File: src/rtl/quota_arbiter_pkg.sv
// Shared types and constant helpers for the quota arbiter.
// The FSM state encoding and width helpers are used by the top and the selector.
package quota_arbiter_pkg;

  typedef enum logic [1:0] {
    ST_IDLE  = 2'd0,
    ST_GRANT = 2'd1,
    ST_GAP   = 2'd2
  } arb_state_e;

  // Gap lengths run 0..15, so a fixed 4-bit counter always suffices.
  localparam int GAP_W = 4;

  function automatic int clog2(input int value);
    int r;
    r = 0;
    for (int i = 0; i < 31; i++) begin
      if ((1 << i) < value) r = i + 1;
    end
    return r;
  endfunction

  function automatic int max1(input int value);
    return (value < 1) ? 1 : value;
  endfunction

endpackage

File: src/rtl/quota_arbiter_rr_select.sv
// Rotating priority encoder: the first set request at or after the pointer,
// wrapping from the top index back to zero.
module quota_arbiter_rr_select #(
  parameter int NUM_PORTS = 3,
  parameter int IDX_W     = 2
) (
  input  logic [NUM_PORTS-1:0] request,
  input  logic [IDX_W-1:0]     pointer,
  output logic [NUM_PORTS-1:0] pick,
  output logic [IDX_W-1:0]     idx,
  output logic                 valid
);

  localparam int PW = IDX_W + 1;

  logic [PW-1:0] pos;

  // Scan from the farthest slot down so the nearest one to the pointer wins.
  always_comb begin
    pick  = '0;
    idx   = '0;
    valid = 1'b0;
    pos   = '0;
    for (int k = NUM_PORTS - 1; k >= 0; k--) begin
      pos = {1'b0, pointer} + PW'(k);
      if (pos >= PW'(NUM_PORTS)) pos = pos - PW'(NUM_PORTS);
      if (request[pos[IDX_W-1:0]]) begin
        valid = 1'b1;
        idx   = pos[IDX_W-1:0];
      end
    end
    for (int i = 0; i < NUM_PORTS; i++) begin
      pick[i] = valid && (idx == IDX_W'(i));
    end
  end

endmodule

File: src/rtl/quota_arbiter.sv
// Round-robin arbiter with a per-grant hold quota and a bus turnaround gap.
// Owner keeps the resource while requesting; it is preempted after MAX_HOLD if others wait.
module quota_arbiter
  import quota_arbiter_pkg::*;
#(
  parameter  int NUM_PORTS = 3,
  parameter  int MAX_HOLD  = 16,
  parameter  int GAP       = 1,
  localparam int OWN_W     = max1(clog2(NUM_PORTS))
) (
  input  logic                 clk,
  input  logic                 rst,
  input  logic [NUM_PORTS-1:0] request,
  output logic [NUM_PORTS-1:0] grant,
  output logic                 active,
  output logic [OWN_W-1:0]     owner,
  output logic                 preempt
);

  localparam int               HOLD_W    = max1(clog2(MAX_HOLD + 1));
  localparam logic [HOLD_W-1:0] HOLD_MAX  = HOLD_W'(MAX_HOLD);
  localparam logic [GAP_W-1:0]  GAP_LOAD  = (GAP > 0) ? GAP_W'(GAP - 1) : '0;
  localparam logic [OWN_W-1:0]  LAST_PORT = OWN_W'(NUM_PORTS - 1);

  arb_state_e           state;
  logic [OWN_W-1:0]     pointer;
  logic [HOLD_W-1:0]    hold_cnt;
  logic [GAP_W-1:0]     gap_cnt;
  logic [NUM_PORTS-1:0] pick;
  logic [OWN_W-1:0]     pick_idx;
  logic                 pick_vld;
  logic                 owner_req;
  logic                 others_req;
  logic                 quota_hit;
  logic [OWN_W-1:0]     next_ptr;

  quota_arbiter_rr_select #(
    .NUM_PORTS (NUM_PORTS),
    .IDX_W     (OWN_W)
  ) u_rr_select (
    .request (request),
    .pointer (pointer),
    .pick    (pick),
    .idx     (pick_idx),
    .valid   (pick_vld)
  );

  assign owner_req  = request[owner];
  assign others_req = |(request & ~grant);
  assign quota_hit  = (MAX_HOLD != 0) && (hold_cnt == HOLD_MAX);
  assign next_ptr   = (owner == LAST_PORT) ? '0 : owner + 1'b1;
  assign active     = |grant;

  always_ff @(posedge clk or negedge rst) begin
    if (!rst) begin
      state    <= ST_IDLE;
      grant    <= '0;
      owner    <= '0;
      preempt  <= 1'b0;
      pointer  <= '0;
      hold_cnt <= '0;
      gap_cnt  <= '0;
    end else begin
      preempt <= 1'b0;
      case (state)
        ST_IDLE: begin
          if (pick_vld) begin
            grant    <= pick;
            owner    <= pick_idx;
            hold_cnt <= HOLD_W'(1);
            state    <= ST_GRANT;
          end
        end
        ST_GRANT: begin
          // A release while the owner still requests can only be the quota firing.
          if (!owner_req || (quota_hit && others_req)) begin
            grant    <= '0;
            preempt  <= owner_req;
            pointer  <= next_ptr;
            hold_cnt <= '0;
            gap_cnt  <= GAP_LOAD;
            state    <= (GAP > 0) ? ST_GAP : ST_IDLE;
          end else if ((MAX_HOLD != 0) && (hold_cnt != HOLD_MAX)) begin
            hold_cnt <= hold_cnt + 1'b1;
          end
        end
        ST_GAP: begin
          if (gap_cnt == '0) state <= ST_IDLE;
          else gap_cnt <= gap_cnt - 1'b1;
        end
        default: state <= ST_IDLE;
      endcase
    end
  end

endmodule

File: config.mk
export PLATFORM = sky130hd
export DESIGN_NAME = quota_arbiter
export DESIGN_NICKNAME = d
export VERILOG_FILES = /design/src/rtl/quota_arbiter_pkg.sv /design/src/rtl/quota_arbiter_rr_select.sv /design/src/rtl/quota_arbiter.sv
export SDC_FILE = /design/constraint.sdc
export NUM_CORES = 1
export LEC_CHECK = 0
export ABC_CLOCK_PERIOD_IN_PS = 2260
export CAP_MARGIN = 20
export CORE_UTILIZATION = 55
export DETAILED_ROUTE_END_ITERATION = 10
export PLACE_DENSITY_LB_ADDON = 0.2
export SLEW_MARGIN = 15
export SYNTH_ARGS = -nofsm -noshare
export SYNTH_HDL_FRONTEND = slang
export SYNTH_SLANG_ARGS = --single-unit
File: constraint.sdc
create_clock -name clk -period 2.26 [get_ports clk]
set_input_delay 0.339 -clock clk [delete_from_list [all_inputs] [get_ports clk]]
set_output_delay 0.339 -clock clk [all_outputs]
set_load 0.1 [all_outputs]
# ---- Word-level counts from Yosys, hierarchy flattened
# Cells that the tools add are included.
dict set report op_classes {
  n_bitwise 2
  n_reduce_logical 19
  mux 34
  shift 0
  magnitude_cmp 7
  mul 0
  n_div 0
  n_addsub 8
  n_eq_ne 12
}
# operator count
set ops {}
lappend ops {{$mux W2} 10}
lappend ops {{$mux W5} 3}
lappend ops {{$lt A2 B3 Y1 const B} 4}
lappend ops {{$reduce_and A3 Y1} 4}
lappend ops {{$pmux W5 S2} 1}
lappend ops {{$mux W1} 9}
lappend ops {{$bmux W1 S2} 4}
lappend ops {{$mux W4} 2}
lappend ops {{$ne A2 B2 Y1 const B} 4}
lappend ops {{$pmux W4 S2} 1}
lappend ops {{$eq A2 B2 Y1 const B} 3}
lappend ops {{$ge A3 B2 Y1 const B} 2}
lappend ops {{$mux W3} 2}
lappend ops {{$pmux W2 S3} 1}
lappend ops {{$pmux W3 S2} 1}
lappend ops {{$reduce_or A3 Y1} 2}
lappend ops {{$sub A2 B2 Y2 const B} 3}
lappend ops {{$add A5 B1 Y5 const B} 1}
lappend ops {{$eq A5 B5 Y1 const B} 1}
lappend ops {{$ne A5 B5 Y1 const B} 1}
lappend ops {{$eq A2 B1 Y1 const B} 2}
lappend ops {{$logic_and A1 B1 Y1} 4}
lappend ops {{$logic_not A2 Y1} 2}
lappend ops {{$logic_not A4 Y1} 1}
lappend ops {{12 further kinds} 14}
dict set report word_totals {
  out_inout_bits 7
  latchBits 0
  inputBits 5
  n_memories 0
  ram_bits 0
  register_bits 19
  romBits 0
}

# ---- Logic depth before layout (Yosys ltp)
# Gate-level depths: netlist of the first run.
dict set report logic_depth {
  depth_word 12
  depth_mapped 9
  ltp_nobuf 7
}

# ---- Cells and area by module
# From an unflattened synthesis of the first run, not the netlist that was laid out.
dict set report unflattened {
  hier_cells 135
  hier_area_um2 1243.7
}
# mod cells_per_inst seq_area_each_um2 area_each_um2 instances
set by_module_without_submodules {}
lappend by_module_without_submodules {quota_arbiter 104 475.5 1029.7 1}
lappend by_module_without_submodules {quota_arbiter_rr_select 31 0.0 214.0 1}

# ---- Worst setup path before layout of the first run
# OpenSTA, ideal clock, no wires.
dict set report synth_timing {
  kind {register -> register}
  start {reg owner[1]}
  end {reg grant[2]}
  path_stages_with_launch 6
  t_arrival_ps 1999
  required_ps 2135
  period_less_slack_ps 2124
  setup_slack_ps 136
  path_buffers 0
  cell_sequence {dfrtp_1 mux2i_1 o2bb2ai_2 a21oi_2 nor2b_1 mux2_2}
}
dict set report synth_via {
  elab_chain_cells 6
}
# element line_no
set synth_lines {}
lappend synth_lines {{start: declaration} quota_arbiter.sv:16} ;# output logic [OWN_W-1:0] owner,
lappend synth_lines {{start signal: assignment} quota_arbiter.sv:69} ;# owner <= pick_idx;
lappend synth_lines {{$bmux W1 S2} quota_arbiter.sv:48} ;# assign owner_req = request[owner];
lappend synth_lines {{$mux W1 (not written as such)} quota_arbiter.sv:48}
lappend synth_lines {{$logic_not A1 Y1} quota_arbiter.sv:76} ;# if (!owner_req || (quota_hit && others_req)) begin
lappend synth_lines {{$logic_or A1 B1 Y1} quota_arbiter.sv:76}
lappend synth_lines {{$ne A2 B2 Y1 (no source line)} --}
lappend synth_lines {{$reduce_and A3 Y1 (no source line)} --}
lappend synth_lines {{end signal: assignment} quota_arbiter.sv:68} ;# grant <= pick;
lappend synth_lines {{end: declaration} quota_arbiter.sv:14} ;# output logic [NUM_PORTS-1:0] grant,
# Every way passes these cells. The select of a mux whose other input is x is not followed.
# A chain may end at the register's enable or synchronous reset.

# ---- Worst setup path after layout of the first run
dict set report layout_timing {
  start {reg pointer[1]}
  end {reg owner[1]}
}
dict set report layout_via {
  elab_chain_cells 9
}
# element line_no
set layout_lines {}
lappend layout_lines {{start: declaration} quota_arbiter.sv:26} ;# logic [OWN_W-1:0] pointer;
lappend layout_lines {{start signal: assignment} quota_arbiter.sv:79} ;# pointer <= next_ptr;
lappend layout_lines {{$add A2 B2 Y3} quota_arbiter_rr_select.sv:25} ;# pos = {1'b0, pointer} + PW'(k);
lappend layout_lines {{$ge A3 B2 Y1 / $sub A2 B2 Y2 (equally long branches)} quota_arbiter_rr_select.sv:26} ;# if (pos >= PW'(NUM_PORTS)) pos = pos - PW'(NUM_PORTS);
lappend layout_lines {{$mux W2} quota_arbiter_rr_select.sv:26}
lappend layout_lines {{$bmux W1 S2} quota_arbiter_rr_select.sv:27} ;# if (request[pos[IDX_W-1:0]]) begin
lappend layout_lines {{$mux W1 (not written as such)} quota_arbiter_rr_select.sv:27}
lappend layout_lines {{$mux W1 (3 in series)} quota_arbiter_rr_select.sv:27}
lappend layout_lines {{$reduce_and A2 Y1 (no source line)} --}
# Parallel ways exist; a longest one is shown, timed or not. The select of a mux whose other input is x is not followed.

==> results.cfg, run 1 <==
[synth]
ys_seq_area_frac = 0.393
ys_warn_count = 0
synth-edff-count = 0
syn_avg_cell_area_um2 = 9.77
async_reset_ff_frac = 1.00
synthCells = 124
syn_area_um2 = 1210
synth_nets = 135
synth_ff_type = dfrtp_1
synth-seq-cells = 19
yosysUniqueCellTypes = 45

[floorplanning]
die_width_um = 48.9
start_util = 0.599
dieHeight_um = 48.9
rows = 16
dieArea_um2 = 2390
core_um2 = 2020
ios = 12

[clock_network]
cts-root-buf = clkbuf_4
clk_path_buf_depth = 2
cts.htree.levels = 1
ctsHoldBuffers = 0
clkTransAtPathRegs_ps = 110
cts_resized = 0
cts_sinks = 19
cts_buffers = 3
cts_setup_buffers = 0
cts_tree = yes
clk_latency_ps = 300

[sta]
report.final.slew_viol_count = 0
relSlewSlack = 0.753
fin_skew_ps = 3.76
worstMarginPinSlew_ps = 371
hold_slack_ps = 356
setup_viol = 0
rsz0062_at_grt = false
setup_tns_ps = 0
fin_crit_ps = 1950
final_hold_viol_count = 0
fin_crit_sh = 0.864
max_freq_ghz = 0.512

[power_and_ir_drop]
ir_drop_mv = 1.03
p_leak_nw = 0.642
p_per_area_nw_per_um2 = 1470
finalPower_mw = 2.01

[finish]
fin_nets = 151
areaGrowthSynthToFinish_pct = 12.9
multi_input_area_um2 = 682
drive_gt1_frac = 0.158
seqCellArea_um2 = 475
n_antenna_cell = 0
n_fill_cell = 172
final_cell_area_um2 = 1370

[placed_design]
hpwlAfterDp_um = 1670
io_buffers = 11
place.gp.congestion = 0.793
placed_area_um2 = 1340

[global_routing]
antenna_found_initial = 0
grt-ovfl-total = 0
grt_pass1_vias = 919
grt_max_degree = 20
grt_pass1_wl_um = 3860
grt_usage = 0.210

[critical_path]
cp_max_fo = 12
startpoint_type = flip-flop
worstPathRequired_ps = 2450
arrival_ps = 2140
cp-endpoint = owner[1]$_DFFE_PN0P_
reg2reg_slack_ps = 310
crit_start = pointer[1]$_DFFE_PN0P_
r2r_end = owner[1]$_DFFE_PN0P_
path_class = reg -> reg
reg2regPathDepth = 7
critPathCaptureType = flip-flop
rr_startpoint = pointer[1]$_DFFE_PN0P_

[route]
drt_iter0_drc = 19
vias_per_cell = 5.86
first_pass_iters = 4
wirelength_um = 2240
postRouteAntennaNets = 0
drc_errors = 0
num_vias = 972
routedWlPerCell_um = 13.5

[status]
outcome = complete, no violations

[worst_hold_path]
hold_class = in -> async

[job]
maxCapViolations = 0
worst min-delay path by stage:
| stage | to | cells past startpoint |
|---|---|---|
| after floorplan | gap_cnt[0]$_DFFE_PN0P_ | 0 |
| after global placement | hold_cnt[3]$_DFFE_PN0P_ | 1 |
| after detailed placement | hold_cnt[3]$_DFFE_PN0P_ | 1 |
| after CTS | hold_cnt[4]$_DFFE_PN0P_ | 2 |
| after global routing | preempt$_DFF_PN0_ | 2 |
| final | preempt$_DFF_PN0_ | 2 |
sequential cells by signal, indices dropped and copies added, names as in the netlist:
register and flops:
hold_cnt 5, gap_cnt 4, grant 3, owner 2
pointer 2, state 2, preempt 1
layer usage:
layer | vias up | wire length [µm] | track usage | share of wire
met5 | - | 0 | 0 | 0
met4 | 0 | 52 | 0.123 | 0.023
met3 | 7 | 64 | 0.0343 | 0.029
met2 | 17 | 1070 | 0.354 | 0.48
met1 | 468 | 1050 | 0.252 | 0.47
li1 | 480 | - | - | -
per-stage QoR:
step                setup slack (ps)  utilization  cells
floorplan                        136            -    124
global placement                 175        0.663    162
detailed placement               110        0.663    162
CTS                              315        0.676    166
global route                     134        0.676    166
finish                           308        0.676    166
Yosys cell counts, types with 2 or more instances:
| cell type | instances | area (µm²) |
|---|---|---|
| a21oi_1 | 2 | 10.0 |
| o21ai_0 | 6 | 30.0 |
| nor2b_1 | 4 | 25.0 |
| o21ai_1 | 2 | 10.0 |
| nand2b_1 | 6 | 37.5 |
| nand4_1 | 3 | 18.8 |
| ha_1 | 6 | 75.1 |
| and3_1 | 2 | 12.5 |
| nor3b_1 | 4 | 30.0 |
| mux2i_1 | 7 | 70.1 |
| nor2_1 | 8 | 30.0 |
| a2bb2oi_1 | 2 | 17.5 |
| dfrtp_1 | 19 | 475 |
| inv_1 | 11 | 41.3 |
| o2bb2ai_1 | 3 | 26.3 |
| nand2_1 | 10 | 37.5 |
cells by family (layout without fill, tap and decap cells):
logic type	after synthesis	after routing	synth area share
simple gates	47	47	0.226
compound gates	28	28	0.184
flops	19	19	0.393
buf+inv	13	28	0.0444
mux	9	9	0.0764
fa+ha+maj	6	6	0.0620
xor+xnor	2	2	0.0145
cells in the final DEF, fill, tap and decap left out, types with 2 or more instances in the layout:
cell / n
and3_1: 2
o21ai_0: 6
clkbuf_4: 3
nand2b_1: 6
o2bb2ai_1: 3
buf_4: 9
nor3b_1: 4
inv_1: 11
clkdlybuf4s50_1: 4
a21oi_1: 2
nand2_1: 10
nor2b_1: 4
o21ai_1: 2
mux2i_1: 7
ha_1: 6
nor2_1: 8
nand4_1: 3
dfrtp_1: 19
a2bb2oi_1: 2
area by class of cell:
class	instances	share of cell area
timing repair buffer	13	0.0787
clock buffer	3	0.0165
multi-input combinational	92	0.499
sequential	19	0.348
tap	27	0.0247
inverter	11	0.0302
clock inverter	1	0.00366
worst max-delay path: stages, from the launching register on:
cell      delay [ps]
dfrtp_1          390
inv_1             60
ha_1             300
a221oi_1         320
a32oi_1          100
o21ai_1          130
buf_4            200
mux2_1           340
power by group:
part / leakage, nW / switching, mW / internal (mW)
Combinational: 0.376 / 0.805 / 0.451
Sequential: 0.249 / 0.122 / 0.456
Clock: 0.0177 / 0.108 / 0.0660
Total: 0.642 / 1.04 / 0.973
No activity file was read; power rests on OpenSTA's default activity.
==> inputs of run 2 (changes only) <==
Settings changed: ABC_CLOCK_PERIOD_IN_PS 2260 to 2500, CORE_UTILIZATION 55 to 63, CTS_BUF_LIST set to sky130_fd_sc_hd__clkbuf_4, PLACE_DENSITY set to 0.89, PLACE_DENSITY_LB_ADDON 0.2 to unset.
Clock period 2.26 ns to 2.5 ns, I/O delays scaled along.
==> results.cfg, run 2 (synthesis results as in run 1) <==
[status]
outcome = complete, no violations

[floorplanning]
core_um2 = 1760
ios = 12
dieHeight_um = 45.8
die_width_um = 45.8
dieArea_um2 = 2100
start_util = 0.687
rows = 15

[critical_path]
startpoint_type = flip-flop
crit_buf_inv = 1
path_class = reg -> reg
worstPathRequired_ps = 2690
cp_cell_sequence = inv_1 > ha_1 > nor2b_1 > o211ai_1 > a2bb2oi_1 > o22ai_1 > mux2_1
reg2regPathDepth = 7
cpPeakStageDelay_ps = 380
cp.depth = 7
arrival_ps = 2230
cp_max_fo = 6
critPathCaptureType = flip-flop
cp_top_family = compound AO/OA/AOI/OAI gates
cpMaxStageDelayCell = dfrtp_1

[route]
drt_iter0_drc = 33
vias_per_cell = 6.05
routedWlPerCell_um = 14.8
drc_errors = 0
postRouteAntennaNets = 0
wirelength_um = 2420
num_vias = 986
first_pass_iters = 4

[placed_design]
hpwlAfterDp_um = 1890
placed_area_um2 = 1330
io_buffers = 11
placed_cells = 159
place.gp.congestion = 0.878

[clock_network]
cts_tree = yes
ctsHoldBuffers = 0
cts.htree.levels = 1
clk_latency_ps = 290
cts_resized = 0
cts_setup_buffers = 0
cts_buffers = 3
cts-root-buf = clkbuf_4
cts_sinks = 19
clkTransAtPathRegs_ps = 120
clk_path_buf_depth = 2

[global_routing]
grt-ovfl-total = 0
antenna_found_initial = 0
grt_usage = 0.263
grt_pass1_wl_um = 4020
grt_max_degree = 20
grt_pass1_vias = 903

[sta]
fin_crit_ps = 2040
report.final.slew_viol_count = 0
fin_crit_sh = 0.816
setup_tns_ps = 0
final_hold_viol_count = 0
relSlewSlack = 0.457
rsz0062_at_grt = false
max_freq_ghz = 0.490
setup_viol = 0
worstMarginPinSlew_ps = 812
fin_skew_ps = 5.45

[finish]
n_antenna_cell = 0
largestRegisters = hold_cnt (5), gap_cnt (4), grant (3)
final_cells = 163
final_cell_area_um2 = 1360
final_cell_mix = 19 x dfrtp_1, 11 x inv_1, 10 x nand2_1
drive_gt1_frac = 0.152
areaGrowthSynthToFinish_pct = 12.1
regMostFlops = hold_cnt
final_common_cell = dfrtp_1
fin_nets = 150
largest_register_ff_count = 5

[worst_hold_path]
hold_class = reg -> reg
holdPathStages = 1

[power_and_ir_drop]
p_leak_nw = 0.637
ir_drop_mv = 1.16
finalPower_mw = 1.84
p_per_area_nw_per_um2 = 1350

[job]
maxCapViolations = 0
run 2: changes by cell type in the layout (fill, tap and decap cells not counted), sizes merged:
cell	delta
buf	-1
run 2: through the flow:
| step | hold slack, ps | setup slack [ps] | utilization |
|---|---|---|---|
| after floorplan | 79.4 | 345 | - |
| after global placement | 479 | 410 | 0.754 |
| after detailed placement | 501 | 311 | 0.754 |
| after CTS | 515 | 478 | 0.770 |
| after global routing | 530 | 370 | 0.770 |
| final | 510 | 460 | 0.770 |
run 2: layer usage:
metal / vias to the layer above / wire (µm) / GRT usage
met5: - / 0 / 0
met4: 0 / 50 / 0.0647
met3: 6 / 80 / 0.0437
met2: 21 / 1180 / 0.411
met1: 480 / 1110 / 0.378
li1: 479 / - / -
run 2: where the power goes:
part | total (mW) | switching (mW) | internal, mW
Clock | 0.157 | 0.0973 | 0.0593
Combinational | 1.16 | 0.749 | 0.407
Sequential | 0.525 | 0.113 | 0.412
run 2: worst paths after layout:
path / startpoint / slack (ps) / to
setup reg to reg: pointer[0]$_DFFE_PN0P_ / 460 / owner[1]$_DFFE_PN0P_
hold / removal: hold_cnt[3]$_DFFE_PN0P_ / 510 / hold_cnt[3]$_DFFE_PN0P_
min in group asynchronous: rst / 540 / pointer[1]$_DFFE_PN0P_
setup / recovery: pointer[0]$_DFFE_PN0P_ / 460 / owner[1]$_DFFE_PN0P_
max in group asynchronous: rst / 1460 / hold_cnt[0]$_DFFE_PN0P_
hold reg to reg: hold_cnt[3]$_DFFE_PN0P_ / 510 / hold_cnt[3]$_DFFE_PN0P_
run 2: area by class of cell:
class / count / area, µm²
Tap cell: 25 / 31.3
Timing Repair Buffer: 12 / 100
Clock buffer: 3 / 22.5
Fill cell: 131 / 407
Sequential cell: 19 / 475
Clock inverter: 1 / 5.00
Multi-Input combinational cell: 92 / 682
Inverter: 11 / 41.3
==> inputs of run 3 (changes only) <==
Settings changed: ABC_CLOCK_PERIOD_IN_PS 2500 to 1700, CORE_UTILIZATION 63 to 53, PLACE_DENSITY 0.89 to 0.8.
Clock period 2.5 ns to 1.7 ns, I/O delays scaled along.
==> results.cfg, run 3 (synthesis results as in run 1) <==
[status]
outcome = finished with violations
violations = negative setup slack

[critical_path]
path_class = reg -> reg
cpMaxStageDelayCell = dfrtp_1
cpPeakStageDelay_ps = 420
critPathCaptureType = flip-flop
cp_cell_sequence = buf_6 > ha_4 > a221oi_2 > a32oi_1 > o21ai_1 > buf_4 > mux2_4
cp_max_fo = 7
arrival_ps = 2080
worstPathRequired_ps = 1890
startpoint_type = flip-flop
reg2regPathDepth = 7

[sta]
fin_skew_ps = 1.36
worstMarginPinSlew_ps = 399
max_freq_ghz = 0.529
setup_tns_ps = -1100
final_hold_viol_count = 0
fin_crit_ps = 1890
hold_slack_ps = 271
timing.final.ws_setup_ps = -189
relSlewSlack = 0.733
setup_viol = 12
fin_crit_sh = 1.11
rsz0062_at_grt = true
report.final.slew_viol_count = 0

[clock_network]
cts_sinks = 19
cts_tree = yes
clkTransAtPathRegs_ps = 110
clk_path_buf_depth = 2
cts-root-buf = clkbuf_4
clk_latency_ps = 300
cts.htree.levels = 1
cts_buffers = 3
ctsHoldBuffers = 0

[placed_design]
io_buffers = 11
placed_cells = 173
place.gp.congestion = 0.844
dp_worst_setup_slack_ps = -324
hpwlAfterDp_um = 1960

[power_and_ir_drop]
finalPower_mw = 3.61
p_per_area_nw_per_um2 = 2070
ir_drop_mv = 1.66
p_leak_nw = 0.788

[global_routing]
grt_usage = 0.261
grt_pass1_vias = 1070
grt-ovfl-total = 0
grt_max_degree = 20
grt_pass1_wl_um = 4890
antenna_found_initial = 0

[finish]
final_cell_mix = 20 x buf_4, 13 x dfrtp_1, 9 x inv_1, 9 x nand2_1, 8 x nor2_1
drive_gt1_frac = 0.411
final_common_cell = buf_4
largest_register_ff_count = 5
areaGrowthSynthToFinish_pct = 43.6
n_antenna_cell = 0
fin_nets = 170
final_cells = 185
largestRegisters = hold_cnt (5), gap_cnt (4), grant (3)
regMostFlops = hold_cnt

[floorplanning]
die_width_um = 49.8
dieHeight_um = 49.8
rows = 16
ios = 12
start_util = 0.587
dieArea_um2 = 2480
core_um2 = 2060

[route]
postRouteAntennaNets = 0
drc_errors = 0
routedWlPerCell_um = 17.2
wirelength_um = 3190
vias_per_cell = 6.09
first_pass_iters = 4
drt_iter0_drc = 38
num_vias = 1127

[worst_hold_path]
hold_class = in -> async

[job]
maxCapViolations = 0
## run 3: path summary, 6_finish.rpt
path / slack, ps / startpoint / to
min in group clk: 490 / hold_cnt[3]$_DFFE_PN0P_ / hold_cnt[3]$_DFFE_PN0P_
worst min-delay path: 270 / rst / gap_cnt[0]$_DFFE_PN0P_
worst max register to register: -190 / pointer[0]$_DFFE_PN0P_ / grant[2]$_DFFE_PN0P_
max in group asynchronous: 1210 / rst / grant[0]$_DFFE_PN0P_
worst min register to register: 490 / hold_cnt[3]$_DFFE_PN0P_ / hold_cnt[3]$_DFFE_PN0P_
worst max-delay path: -190 / pointer[0]$_DFFE_PN0P_ / grant[2]$_DFFE_PN0P_
## run 3: report_power, final
part           switching, mW  internal [mW]
combinational           1.36           1.17
sequential             0.203          0.631
clock                  0.142          0.107
## run 3: worst max-delay path: cells and delay by family, from the launching register on
family	cells	cell delay (ps)
compound gates	3	560
flops	1	420
fa+ha+maj	1	170
buf+inv	2	330
mux	1	300
## run 3: metal layers
| metal | global-route usage | share of wire | vias to the layer above |
|---|---|---|---|
| met2 | 0.468 | 0.53 | 37 |
| met1 | 0.309 | 0.41 | 567 |
| met3 | 0.0278 | 0.032 | 12 |
| met4 | 0.119 | 0.032 | 0 |
| li1 | - | - | 511 |
| met5 | 0 | 0 | - |
## run 3: layout make-up
cell class,count,area (µm²)
timing repair buffer,32,347
tap,27,33.8
clock buffer,4,30.0
multi-input combinational,92,795
sequential,19,493
fill,106,323
inverter,11,41.3
## run 3: what timing repair did
action | 4_1_cts | 5_1_grt
setup endpoints to repair | 10 | 15
buffers inserted | 5 | 3
resized for setup | 9 | 11
pin swaps | 4 | 4
## run 3: metrics by stage
stage,instance area (µm²),util
4_1_cts,1680,0.815
5_1_grt,1740,0.843
2_1_floorplan,1270,-
3_5_place_dp,1560,0.756
6_report,1740,0.843
3_3_place_gp,1560,0.756
